==> src/rtl/regfile_wb_arbiter_if.sv <==
// regfile_wb_arbiter_if: writeback request, regfile write and scoreboard bundle
interface regfile_wb_arbiter_if #(
  parameter int NUM_REQ    = 2,
  parameter int ADDR_WIDTH = 5,
  parameter int DATA_WIDTH = 32
);
  logic [NUM_REQ-1:0]            req_valid_i;
  logic [NUM_REQ-1:0]            req_ready_o;
  logic [NUM_REQ*ADDR_WIDTH-1:0] req_rd_i;
  logic [NUM_REQ*DATA_WIDTH-1:0] req_data_i;
  logic                          rf_we_o;
  logic [ADDR_WIDTH-1:0]         rf_rw_o;
  logic [DATA_WIDTH-1:0]         rf_wdata_o;
  logic                          rsv_valid_i;
  logic [ADDR_WIDTH-1:0]         rsv_rd_i;
  logic [2**ADDR_WIDTH-1:0]      busy_o;
  modport slave (
    input  req_valid_i, req_rd_i, req_data_i, rsv_valid_i, rsv_rd_i,
    output req_ready_o, rf_we_o, rf_rw_o, rf_wdata_o, busy_o
  );
  modport master (
    output req_valid_i, req_rd_i, req_data_i, rsv_valid_i, rsv_rd_i,
    input  req_ready_o, rf_we_o, rf_rw_o, rf_wdata_o, busy_o
  );
endinterface

==> src/rtl/regfile_wb_arbiter.sv <==
// regfile_wb_arbiter: round-robin writeback port sharing with a busy-register scoreboard
module regfile_wb_arbiter #(
  parameter int NUM_REQ    = 2,
  parameter int ADDR_WIDTH = 5,
  parameter int DATA_WIDTH = 32
) (
  input logic                clk_i,
  input logic                rstn_i,
  regfile_wb_arbiter_if.slave bus
);
  localparam int PW = NUM_REQ > 1 ? $clog2(NUM_REQ) : 1;
  logic [PW-1:0]            ptr_q, ptr_d, gnt_idx, cand;
  logic [NUM_REQ-1:0]       gnt;
  logic                     gnt_any;
  logic [ADDR_WIDTH-1:0]    gnt_rd, rw_q;
  logic [DATA_WIDTH-1:0]    gnt_data, wdata_q;
  logic                     we_q;
  logic [2**ADDR_WIDTH-1:0] busy_q, busy_d;
  // Round-robin pick starting after the last winner, then mux its rd/data and update the scoreboard
  always_comb begin
    gnt_any = 1'b0;
    gnt_idx = '0;
    cand    = '0;
    for (int k = 1; k <= NUM_REQ; k++) begin
      cand = PW'((int'(ptr_q) + k) % NUM_REQ);
      if (!gnt_any && bus.req_valid_i[cand]) begin
        gnt_any = 1'b1;
        gnt_idx = cand;
      end
    end
    gnt_any  = gnt_any && rstn_i;
    gnt      = gnt_any ? NUM_REQ'(1) << gnt_idx : '0;
    ptr_d    = gnt_any ? gnt_idx : ptr_q;
    gnt_rd   = '0;
    gnt_data = '0;
    for (int i = 0; i < NUM_REQ; i++)
      if (gnt[i]) begin
        gnt_rd   = bus.req_rd_i[i*ADDR_WIDTH +: ADDR_WIDTH];
        gnt_data = bus.req_data_i[i*DATA_WIDTH +: DATA_WIDTH];
      end
    busy_d = busy_q;
    if (gnt_any && gnt_rd != '0) busy_d[gnt_rd] = 1'b0;
    if (bus.rsv_valid_i && bus.rsv_rd_i != '0) busy_d[bus.rsv_rd_i] = 1'b1;
    busy_d[0] = 1'b0;
  end
  // Pointer, write stage and scoreboard registers; a grant to x0 is acked but never written
  always_ff @(posedge clk_i) begin
    if (!rstn_i) begin
      ptr_q   <= PW'(NUM_REQ - 1);
      we_q    <= 1'b0;
      rw_q    <= '0;
      wdata_q <= '0;
      busy_q  <= '0;
    end else begin
      ptr_q  <= ptr_d;
      busy_q <= busy_d;
      we_q   <= gnt_any && gnt_rd != '0;
      if (gnt_any) begin
        rw_q    <= gnt_rd;
        wdata_q <= gnt_data;
      end
    end
  end
  assign bus.req_ready_o = gnt;
  assign bus.rf_we_o     = we_q;
  assign bus.rf_rw_o     = rw_q;
  assign bus.rf_wdata_o  = wdata_q;
  assign bus.busy_o      = busy_q;
endmodule

==> src/flat_wrapper.sv <==
// flat-port wrapper written by rule: the top's interface ports become plain ports
module regfile_wb_arbiter_flat 
#(
  parameter int NUM_REQ    = 2,
  parameter int ADDR_WIDTH = 5,
  parameter int DATA_WIDTH = 32
)
  (clk_i, rstn_i, bus_req_valid_i, bus_req_rd_i, bus_req_data_i, bus_rsv_valid_i, bus_rsv_rd_i, bus_req_ready_o, bus_rf_we_o, bus_rf_rw_o, bus_rf_wdata_o, bus_busy_o);
  regfile_wb_arbiter_if #(.NUM_REQ(NUM_REQ), .ADDR_WIDTH(ADDR_WIDTH), .DATA_WIDTH(DATA_WIDTH)) bus_i ();
  input logic clk_i;
  input logic rstn_i;
  input wire logic [$bits(bus_i.req_valid_i)-1:0] bus_req_valid_i;
  input wire logic [$bits(bus_i.req_rd_i)-1:0] bus_req_rd_i;
  input wire logic [$bits(bus_i.req_data_i)-1:0] bus_req_data_i;
  input wire logic [$bits(bus_i.rsv_valid_i)-1:0] bus_rsv_valid_i;
  input wire logic [$bits(bus_i.rsv_rd_i)-1:0] bus_rsv_rd_i;
  output wire logic [$bits(bus_i.req_ready_o)-1:0] bus_req_ready_o;
  output wire logic [$bits(bus_i.rf_we_o)-1:0] bus_rf_we_o;
  output wire logic [$bits(bus_i.rf_rw_o)-1:0] bus_rf_rw_o;
  output wire logic [$bits(bus_i.rf_wdata_o)-1:0] bus_rf_wdata_o;
  output wire logic [$bits(bus_i.busy_o)-1:0] bus_busy_o;
  assign bus_i.req_valid_i = bus_req_valid_i;
  assign bus_i.req_rd_i = bus_req_rd_i;
  assign bus_i.req_data_i = bus_req_data_i;
  assign bus_i.rsv_valid_i = bus_rsv_valid_i;
  assign bus_i.rsv_rd_i = bus_rsv_rd_i;
  assign bus_req_ready_o = bus_i.req_ready_o;
  assign bus_rf_we_o = bus_i.rf_we_o;
  assign bus_rf_rw_o = bus_i.rf_rw_o;
  assign bus_rf_wdata_o = bus_i.rf_wdata_o;
  assign bus_busy_o = bus_i.busy_o;
  regfile_wb_arbiter #(.NUM_REQ(NUM_REQ), .ADDR_WIDTH(ADDR_WIDTH), .DATA_WIDTH(DATA_WIDTH)) u_core (.clk_i(clk_i), .rstn_i(rstn_i), .bus(bus_i));
endmodule
==> config.mk <==
export PLATFORM = sky130hd
export DESIGN_NAME = regfile_wb_arbiter_flat
export DESIGN_NICKNAME = d
export VERILOG_FILES = /design/src/rtl/regfile_wb_arbiter_if.sv /design/src/rtl/regfile_wb_arbiter.sv /design/src/flat_wrapper.sv
export SDC_FILE = /design/constraint.sdc
export NUM_CORES = 1
export LEC_CHECK = 0
export ABC_CLOCK_PERIOD_IN_PS = 6000
export CAP_MARGIN = 10
export CORE_ASPECT_RATIO = 1.1
export CORE_MARGIN = 8
export CORE_UTILIZATION = 42
export CTS_CLUSTER_DIAMETER = 120
export DETAILED_ROUTE_END_ITERATION = 10
export GPL_TIMING_DRIVEN = 0
export MAX_ROUTING_LAYER = met4
export PLACE_DENSITY = 0.85
export SYNTH_ARGS = -nofsm -noshare
export SYNTH_HDL_FRONTEND = slang
export SYNTH_SLANG_ARGS = --single-unit
==> constraint.sdc <==
create_clock -name clk_i -period 6 [get_ports clk_i]
set_input_delay 1.5 -clock clk_i [delete_from_list [all_inputs] [get_ports clk_i]]
set_output_delay 1.5 -clock clk_i [all_outputs]
set_load 0.05 [all_outputs]
==> run_summary.xml <==
<?xml version="1.0" encoding="UTF-8"?>
<metrics>
  <group name="drt">
    <metric name="num_vias" unit="">3350</metric>
    <metric name="post-route-drc-count" unit="">0</metric>
    <metric name="final_antenna_net_count" unit="">0</metric>
    <metric name="routed_wire_length" unit="um">10700</metric>
    <metric name="drt_pre_antenna_iters" unit="">5</metric>
    <metric name="detail_route.iter0.violations" unit="">277</metric>
    <metric name="detail_route.vias_per_cell" unit="">5.87</metric>
    <metric name="average_wire_per_cell_in_the_routed_design" unit="um">18.8</metric>
  </group>
  <group name="floorplan">
    <metric name="floorplan.initialDensity" unit="%">43.7</metric>
    <metric name="die-area" unit="um2">9810</metric>
    <metric name="placement_rows" unit="">31</metric>
    <metric name="floorplan.core_area" unit="um2">6630</metric>
    <metric name="fp.dieW" unit="um">95.2</metric>
    <metric name="die_height" unit="um">103</metric>
    <metric name="number_of_i_o_pins" unit="">156</metric>
  </group>
  <group name="critical_path">
    <metric name="r2r_start" unit="">u_core.ptr_q$_SDFFE_PN1N_</metric>
    <metric name="timing.reg2reg.setup_slack" unit="ps">3910</metric>
    <metric name="end_kind" unit="">output port</metric>
    <metric name="critPathKind" unit="">in2out</metric>
    <metric name="cp_data_required_time" unit="ps">4500</metric>
    <metric name="worst_ep_arrival_time" unit="ps">4130</metric>
    <metric name="worst_setup_path_start_kind" unit="">primary input</metric>
    <metric name="r2r_cells" unit="">7</metric>
    <metric name="regToRegEndpoint" unit="">u_core.bus.busy_o[7]$_SDFF_PN0_</metric>
    <metric name="crit_path_max_fanout" unit="">10</metric>
  </group>
  <group name="grt">
    <metric name="wire_length_of_the_first_global_routing_pass" unit="um">16800</metric>
    <metric name="globalRouteOverflowTotal" unit="">0</metric>
    <metric name="grt_start_max_net_pins" unit="">13</metric>
    <metric name="grt.met3_usage" unit="%">8.74</metric>
    <metric name="number_of_antenna_violations_at_the_first_check_in_global_routing" unit="">0</metric>
    <metric name="grtUsageMet2" unit="%">36.2</metric>
    <metric name="via_count_of_the_first_global_routing_pass" unit="">3517</metric>
    <metric name="grt.busiest_layer" unit="">met2</metric>
    <metric name="use_met1" unit="%">24.0</metric>
    <metric name="gr-usage-all-layers" unit="%">22.4</metric>
  </group>
  <group name="place">
    <metric name="dp_cells" unit="">555</metric>
    <metric name="placement.io_buffers" unit="">153</metric>
    <metric name="preCtsSetupSlack" unit="ps">386</metric>
    <metric name="place_hpwl" unit="um">8330</metric>
    <metric name="gp_congestion" unit="">0.863</metric>
  </group>
  <group name="synth">
    <metric name="ys_warn_count" unit="">0</metric>
    <metric name="synth.distinct_cells" unit="">44</metric>
    <metric name="syn_area" unit="um2">2900</metric>
    <metric name="synth_seq_area_share" unit="%">48.4</metric>
    <metric name="post_synthesis_async_set_or_reset_flop_share" unit="%">0</metric>
    <metric name="synth.top_cell.area_share" unit="%">48.4</metric>
    <metric name="top_cells_by_instance_count_after_synthesis" unit="">sky130_fd_sc_hd__dfxtp_1, sky130_fd_sc_hd__o21ai_0, sky130_fd_sc_hd__a21oi_1</metric>
    <metric name="postSynthNetCount" unit="">404</metric>
    <metric name="netlist.top_cell.by_area" unit="">sky130_fd_sc_hd__dfxtp_1</metric>
    <metric name="synth_flop_cell" unit="">sky130_fd_sc_hd__dfxtp_1</metric>
    <metric name="post_synth.cell_area_avg" unit="um2">9.05</metric>
    <metric name="synth_top_cells_by_area" unit="">sky130_fd_sc_hd__dfxtp_1, sky130_fd_sc_hd__a222oi_1, sky130_fd_sc_hd__o211ai_1</metric>
    <metric name="synth_edf_count" unit="">0</metric>
    <metric name="postSynthCellCount" unit="">320</metric>
    <metric name="post-synth-top-count-cell" unit="">sky130_fd_sc_hd__dfxtp_1</metric>
    <metric name="synth_register_bits" unit="">70</metric>
  </group>
  <group name="pwr">
    <metric name="p_per_area" unit="nW/um2">265</metric>
    <metric name="ir_drop" unit="V">0.000172</metric>
    <metric name="finalPower" unit="mW">1.27</metric>
    <metric name="power_leakage" unit="nW">1.68</metric>
  </group>
  <group name="timing">
    <metric name="max_slew_headroom_at_the_worst_pin" unit="%">50.6</metric>
    <metric name="worst_pin_slew" unit="ps">739</metric>
    <metric name="timing.fmax" unit="MHz">178</metric>
    <metric name="rsz_0062_raised_after_global_routing" unit="">no</metric>
    <metric name="fin_tns_setup" unit="ps">0</metric>
    <metric name="final.setup.worst_slack" unit="ps">373</metric>
    <metric name="final_max_slew_viol_count" unit="">0</metric>
    <metric name="finalCritPeriodShare" unit="%">93.8</metric>
    <metric name="count_of_final_hold_check_violations" unit="">0</metric>
    <metric name="clock-skew-final" unit="ps">9.25</metric>
    <metric name="final_period_minus_worst_setup_slack" unit="ps">5630</metric>
    <metric name="number_of_setup_violations_in_the_final_report" unit="">0</metric>
  </group>
  <group name="clock_tree">
    <metric name="numCtsBuffers" unit="">9</metric>
    <metric name="holdBufCountCts" unit="">0</metric>
    <metric name="htree_num_levels" unit="">3</metric>
    <metric name="clock_tree.buffer_depth" unit="">2</metric>
    <metric name="cts_num_sinks" unit="">70</metric>
    <metric name="clkLatencyLatePin" unit="ps">340</metric>
    <metric name="tritoncts" unit="">yes</metric>
    <metric name="cts_resized" unit="">0</metric>
    <metric name="clk_pin_slew" unit="ps">70</metric>
    <metric name="cts_setup_buffers" unit="">0</metric>
    <metric name="clockRootBuffer" unit="">sky130_fd_sc_hd__clkbuf_8</metric>
  </group>
  <group name="final_layout">
    <metric name="antenna-diode-count" unit="">0</metric>
    <metric name="design.final.nets" unit="">568</metric>
    <metric name="flow.area_growth_from_synthesis" unit="%">65.7</metric>
    <metric name="finalNonFillerCells" unit="">571</metric>
    <metric name="drive_above_1_share" unit="%">6.34</metric>
    <metric name="final_util" unit="%">72.4</metric>
  </group>
  <group name="hold_path">
    <metric name="hold_depth" unit="">2</metric>
    <metric name="timing.hold.worst.start" unit="">u_core.bus.rf_rw_o[3]$_SDFFE_PN0N_</metric>
    <metric name="hold_class" unit="">reg2reg</metric>
    <metric name="hold_end" unit="">u_core.bus.rf_rw_o[3]$_SDFFE_PN0N_</metric>
  </group>
  <group name="run">
    <metric name="drv_cap" unit="">0</metric>
  </group>
  <group name="run_status">
    <metric name="outcome" unit="">completed</metric>
  </group>
</metrics>
==> critical path: stages <==
cell and delay, ps:
sky130_fd_sc_hd__clkdlybuf4s50_1 530, sky130_fd_sc_hd__clkbuf_1 360, sky130_fd_sc_hd__and3_1 220, sky130_fd_sc_hd__clkbuf_1 360, sky130_fd_sc_hd__buf_2 300, sky130_fd_sc_hd__clkdlybuf4s50_1 850
==> kinds of logic (layout without fill, tap and decap cells) <==
logic type | count (synthesis) | in the layout | synth area share (%)
compound gates | 128 | 128 | 30.8
simple gates | 93 | 93 | 16.7
buf+inv | 28 | 197 | 3.97
other cells | 1 | 1 | 0.129
flops | 70 | 70 | 48.4
==> through the flow <==
step	hold slack (ps)	area [um2]
floorplan	569	2900
global placement	439	4530
detailed placement	447	4530
CTS	455	4800
global route	473	4800
finish	453	4800
==> final cells by class <==
cell class	count	area, um2
Buffer	26	108
Clock buffer	10	138
Clock inverter	6	133
Fill cell	527	1830
Inverter	2	7.51
Multi-Input combinational cell	222	1380
Sequential cell	70	1400
Tap cell	82	103
Timing Repair Buffer	153	1530
==> state kept, by name, indices dropped and copies added, names as in the netlist <==
register	count
u_core.bus.busy_o	31
u_core.ptr_q	1
u_core.bus.rf_rw_o	5
u_core.bus.rf_we_o	1
u_core.bus.rf_wdata_o	32
==> per-layer routing <==
layer	vias to the layer above	wire [um]
li1	1558	-
met1	1575	4160
met2	194	5180
met3	23	1180
met4	0	214
met5	-	0
==> worst max path at each step <==
stage / endpoint / startpoint / cells after the start / slack, ps
finish: bus_req_ready_o[0] / rstn_i / 6 / 370
global route: bus_req_ready_o[0] / rstn_i / 6 / 250
CTS: bus_req_ready_o[0] / rstn_i / 6 / 370
detailed placement: bus_req_ready_o[0] / rstn_i / 6 / 390
global placement: bus_req_ready_o[0] / rstn_i / 6 / 400
floorplan: bus_req_ready_o[1] / bus_req_valid_i[0] / 4 / 1820
==> power by group <==
group / switching [mW] / total (mW) / internal, mW
Combinational: 0.152 / 0.264 / 0.111
Clock: 0.182 / 0.511 / 0.329
Sequential: 0.0114 / 0.495 / 0.484
==> cell usage in the layout (no fill, tap or decap), drive strengths merged, types with 2 or more instances in the layout <==
cell,n
a222oi,17
nand4b,4
a22oi,10
dfxtp,70
a32o,4
clkdlybuf4s50,153
bufinv,4
and2,2
buf,7
a211oi,3
or3b,2
nor2,25
nor3,4
clkbuf,29
nand2b,3
nand2,25
inv,2
nand3,6
nand4,5
o211ai,21
or4,3
and3,3
o22ai,3
nor2b,5
a21boi,2
a21oi,28
a32oi,3
o21ai,31
nand3b,3
(Power assumes the default switching activity.)
